`src/rtl/nf_uart_pkg.sv`:
```
// Shared UART definitions: receiver state encoding, datapath widths and baud helpers.
// The transmitter is expected to import this package as well.
package nf_uart_pkg;

  localparam int UART_DATA_W = 8;
  localparam int UART_COMP_W = 16;

  typedef enum logic [1:0] {
    IDLE,
    START,
    DATA,
    STOP
  } rx_state_t;

  // Half a bit period, truncated; marks mid-bit inside the start bit.
  function automatic logic [UART_COMP_W-1:0] half_bit(input logic [UART_COMP_W-1:0] comp);
    return comp >> 1;
  endfunction

endpackage

```
`src/rtl/nf_uart_sync.sv`:
```
// N-flop synchronizer for asynchronous single-bit inputs; resets to 1 (idle-high lines).
// N must be at least 2.
module nf_uart_sync #(
  parameter int N = 2
) (
  input  logic clk,
  input  logic reset,
  input  logic d,
  output logic q
);

  logic [N-1:0] stages;

  always_ff @(posedge clk or posedge reset) begin
    if (reset) stages <= '1;
    else       stages <= {stages[N-2:0], d};
  end

  assign q = stages[N-1];

endmodule

```
`src/rtl/nf_uart_receiver.sv`:
```
// 8N1 UART receiver: mid-bit sampling driven by a per-frame latched clocks-per-bit value.
// Returns to IDLE at mid stop bit so back-to-back frames are not lost.
import nf_uart_pkg::*;

module nf_uart_receiver #(
  parameter int DATA_W      = UART_DATA_W,
  parameter int SYNC_STAGES = 2
) (
  input  logic                   clk,
  input  logic                   reset,
  input  logic                   rec_en,
  input  logic [UART_COMP_W-1:0] comp,
  output logic [DATA_W-1:0]      rx_data,
  output logic                   rx_valid,
  output logic                   frame_err,
  output logic                   busy,
  input  logic                   uart_rx
);

  localparam int IDX_W = $clog2(DATA_W);
  localparam logic [IDX_W-1:0] LAST_BIT = IDX_W'(DATA_W - 1);

  rx_state_t              state;
  logic                   rx_s;
  logic [UART_COMP_W-1:0] comp_r;
  logic [UART_COMP_W-1:0] cnt;
  logic [UART_COMP_W-1:0] half;
  logic [IDX_W-1:0]       bit_idx;
  logic [DATA_W-1:0]      shift_reg;
  logic                   bit_end;

  nf_uart_sync #(.N(SYNC_STAGES)) u_sync (
    .clk   (clk),
    .reset (reset),
    .d     (uart_rx),
    .q     (rx_s)
  );

  assign half    = half_bit(comp_r);
  assign bit_end = (cnt == comp_r - 16'd1);

  always_ff @(posedge clk or posedge reset) begin
    if (reset) begin
      state     <= IDLE;
      busy      <= 1'b0;
      cnt       <= '0;
      bit_idx   <= '0;
      comp_r    <= '0;
      shift_reg <= '0;
      rx_data   <= '0;
      rx_valid  <= 1'b0;
      frame_err <= 1'b0;
    end else begin
      rx_valid  <= 1'b0;
      frame_err <= 1'b0;
      if (!rec_en) begin
        state   <= IDLE;
        busy    <= 1'b0;
        cnt     <= '0;
        bit_idx <= '0;
      end else begin
        case (state)
          IDLE: begin
            if (!rx_s) begin
              state  <= START;
              busy   <= 1'b1;
              cnt    <= '0;
              comp_r <= comp;
            end
          end
          START: begin
            if (cnt == half) begin
              cnt <= '0;
              if (!rx_s) begin
                state   <= DATA;
                bit_idx <= '0;
              end else begin
                // Start bit did not survive to mid-bit: treat as line noise.
                state <= IDLE;
                busy  <= 1'b0;
              end
            end else begin
              cnt <= cnt + 16'd1;
            end
          end
          DATA: begin
            if (bit_end) begin
              shift_reg <= {rx_s, shift_reg[DATA_W-1:1]};
              cnt       <= '0;
              bit_idx   <= bit_idx + 1'b1;
              if (bit_idx == LAST_BIT) state <= STOP;
            end else begin
              cnt <= cnt + 16'd1;
            end
          end
          STOP: begin
            if (bit_end) begin
              if (rx_s) begin
                rx_data  <= shift_reg;
                rx_valid <= 1'b1;
              end else begin
                frame_err <= 1'b1;
              end
              state <= IDLE;
              busy  <= 1'b0;
              cnt   <= '0;
            end else begin
              cnt <= cnt + 16'd1;
            end
          end
          default: begin
            state <= IDLE;
            busy  <= 1'b0;
          end
        endcase
      end
    end
  end

endmodule

```
`config.mk`:
```
export PLATFORM = sky130hd
export DESIGN_NAME = nf_uart_receiver
export DESIGN_NICKNAME = d
export VERILOG_FILES = /design/src/rtl/nf_uart_pkg.sv /design/src/rtl/nf_uart_sync.sv /design/src/rtl/nf_uart_receiver.sv
export SDC_FILE = /design/constraint.sdc
export NUM_CORES = 1
export LEC_CHECK = 0
export CORE_ASPECT_RATIO = 0.75
export CORE_MARGIN = 2
export CORE_UTILIZATION = 62
export CTS_BUF_LIST = sky130_fd_sc_hd__clkbuf_4 sky130_fd_sc_hd__clkbuf_8 sky130_fd_sc_hd__clkbuf_16
export CTS_CLUSTER_SIZE = 10
export DETAILED_ROUTE_END_ITERATION = 8
export PLACE_DENSITY = 0.93
export SLEW_MARGIN = 0
export SYNTH_ARGS = -nofsm -noshare
export SYNTH_HDL_FRONTEND = slang
export SYNTH_SLANG_ARGS = --single-unit
```
`constraint.sdc`:
```
create_clock -name clk -period 8.7 [get_ports clk]
set_clock_uncertainty 0.1 [all_clocks]
set_input_delay 2.61 -clock clk [delete_from_list [all_inputs] [get_ports clk]]
set_output_delay 2.61 -clock clk [all_outputs]
set_load 0.01 [all_outputs]
```
==> summary.md <==
| Metric | Value |
|---|---|
| Power per cell area | 202 mW/mm^2 |
| Vias/cell | 6.40 |
| H-Tree Depth | 3 |
| M1 WL | about 3400 um |
| Clk root buf | clkbuf_8 |
| Top sig layer | met4 |
| Fin crit share | about 60% |
| Clock Sinks | 58 |
| Wire length on met2 | 4170 um |
| Row cnt | 23 |
| Slew @ Worst Pin | 0.955 ns |
| Cell taking the most area after synthesis | dfrtp_1 |
| HPWL after detailed placement | 5660 um |
| Clock latency on the worst-skew pair | 0.35 ns |
| Post CTS Setup Buffer Count | 0 |
| Mapped Nets | about 360 |
| Worst setup path class | input pin to register |
| DRT iter0 DRCs | 284 |
| Final Hold Viols | 0 |
| Min Clock Period, post-route | 5.19 ns |
| Post-place instance area | roughly 0.0037 mm^2 |
| Distinct cells, synth | 59 |
| Vias in the first global route | 2,648 |
| Crit path max fanout | 18 |
| CTS hold repair buffers | 0 |
| Hold WC Path Type | register to register |
| Routed WL | 8410 um |
| Largest regs | cnt (16), comp_r (16) |
| Max rail drop VDD | 0.117 mV |
| Pre-CTS setup slack | 3.27 ns |
| Post-synth EDFFs | 0 |
| Core area | 0.00532 mm^2 |
| Worst EP arrival | about 5.3 ns |
| Critical Path Source Type | input pin |
| Final Instance Area | 0.00395 mm^2 |
| Status | completed |
| Antenna violations before repair | 0 |
| Util after Layout | 74.2% |
| Count of antenna-violating nets left after detailed routing | 0 |
| Top FF cell, synth | dfrtp_1 |
| Fmax achieved | a little under 0.2 GHz |
| Setup_tns | 0 ns |
| Num CTS Buffers | 9 |
| Crit path capture type | register |
| Global-route wire length before repair | 13,400 um |
| Post_cts resized | 0 |
| WL/cell | 19.2 um |
| Drc violations | 0 |
| Max Cap Viol | 0 |
| Ys async rst share | 100% |
| Endpoints failing setup | 0 |
| Initial Utilization | 63.8% |
| IO Pins | 31 |
| GRT Resource Usage Total | 30.5% |
| Leakage | 1.73 nW |
| Via count | 2,805 |
| Cell count after synthesis | 334 |
| Nets | 382 |
| CTS tree | built |
| Worst path required time | 8.78 ns |
| Pre-antenna DRT Iters | 5 |
| Die area | 0.00610 mm^2 |
| Ys Warns | 0 |
| Avg Inst Size Synth | approximately 10 um^2 |
| Power consumption | 0.000796 W |
| # port buffers | 30 |
| Post-route setup slack | 3.51 ns |
| Post-synth design cell area | 0.00340 mm^2 |
| Sequential fraction of the synthesis area | between 40% and 50% |
| Max Slew Vio Count | 0 |
| Area grow syn2layout | 16.2% |
| Total grt overflow | 0 |
| RSZ-0062 raised after global routing | false |
| Die Width | 89.5 um |
| Clock Tree Buf Depth | 2 |
| Gpl congestion | 0.915 |
| Top cells by area, synth | dfrtp_1, mux2_2, xor2_1 |
| Max-slew headroom | 36.4% |
| Die height | between 60 and 70 um |
| Largest net degree at the start of global routing | 59 |
| Layout cells sized above 1 | 17.4% |
| Met3 Routed Length | 655 um |
| Diodes inserted | 0 |
| Top cell type's share of synthesized area | 41.2% |
| Worst-path clk slew | 0.07 ns |
| FF+latch count, synth | 58 |
layer usage:
layer / GRT usage [%] / vias to the layer above
met1: 39.7 / 1368
met5: 0 / -
met2: 49.5 / 154
li1: - / 1263
met4: 11.8 / 0
met3: 7.72 / 20
cell usage in the layout, fill, tap and decap left out, types with 4 or more instances in the layout:
cell / count
dfrtp_1: 56
nand2_1: 40
clkdlybuf4s50_1: 30
xor2_1: 26
mux2_2: 23
nor2_1: 18
o21ai_0: 13
and3_1: 11
clkbuf_8: 10
xnor2_1: 9
nor4_1: 9
nand3_1: 8
mux2_4: 8
o22ai_1: 8
nor3_1: 7
inv_1: 6
nand4_1: 5
ha_1: 4
metrics by stage:
stage / hold slack [ns] / instances
after floorplan: 0.245 / 334
after global placement: 0.246 / 422
after detailed placement: 0.255 / 422
after CTS: 0.260 / 438
after global routing: 0.264 / 438
final: 0.260 / 438
kinds of logic after synthesis:
group           after synthesis  share of synthesized area (%)
flops                        58                           42.8
mux                          32                           11.5
xor+xnor                     35                           9.02
simple gates                127                           20.5
fa+ha+maj                     4                           1.47
compound gates               52                           11.3
buf+inv                      26                           3.42
Yosys cell counts, types with 8 or more instances:
cell / count
clkbuf_1: 14
mux2_4: 8
o21ai_0: 13
nor2_1: 18
xnor2_1: 9
mux2_2: 23
xor2_1: 26
dfrtp_1: 56
and3_1: 11
nor4_1: 9
nand3_1: 8
nand2_1: 40
o22ai_1: 8
nor3_1: 8
worst max-delay path, cell delays in order:
cell and delay (ns):
clkdlybuf4s50_1 0.51, nand2_1 0.15, nor2_1 0.09, a2111oi_2 0.42
a32oi_2 0.43, nor2_1 0.80, o22ai_1 0.26
power by group:
group / internal, W / switching, W / total (W) / leakage, nW
combinational: 0.0000777 / 0.0000925 / 0.000170 / 0.850
sequential: 0.000292 / 0.0000505 / 0.000343 / 0.766
clock: 0.000169 / 0.000114 / 0.000283 / 0.109
final cells by class:
class                   instances  area [um^2]
fillers                       346         1380
inverters                       7         26.3
multi-input cells             250         1830
clock buffers                  10          138
repair buffers                 32          315
clock inverters                 6         88.8
flip-flops and latches         58         1450
well taps                      75         93.8
worst paths after layout:
kind                       slack [ns]             start  cells after the start                to
max reg2reg                      4.57         comp_r[0]                      9            cnt[9]
min                              0.26  u_sync.stages[0]                      0  u_sync.stages[1]
max                              3.51            rec_en                      7            cnt[9]
min in group asynchronous        2.69             reset                      3        rx_data[2]
max in group asynchronous        5.33             reset                      3          state[1]
min reg2reg                      0.26  u_sync.stages[0]                      0  u_sync.stages[1]
Power figures use the tool's default switching activity.
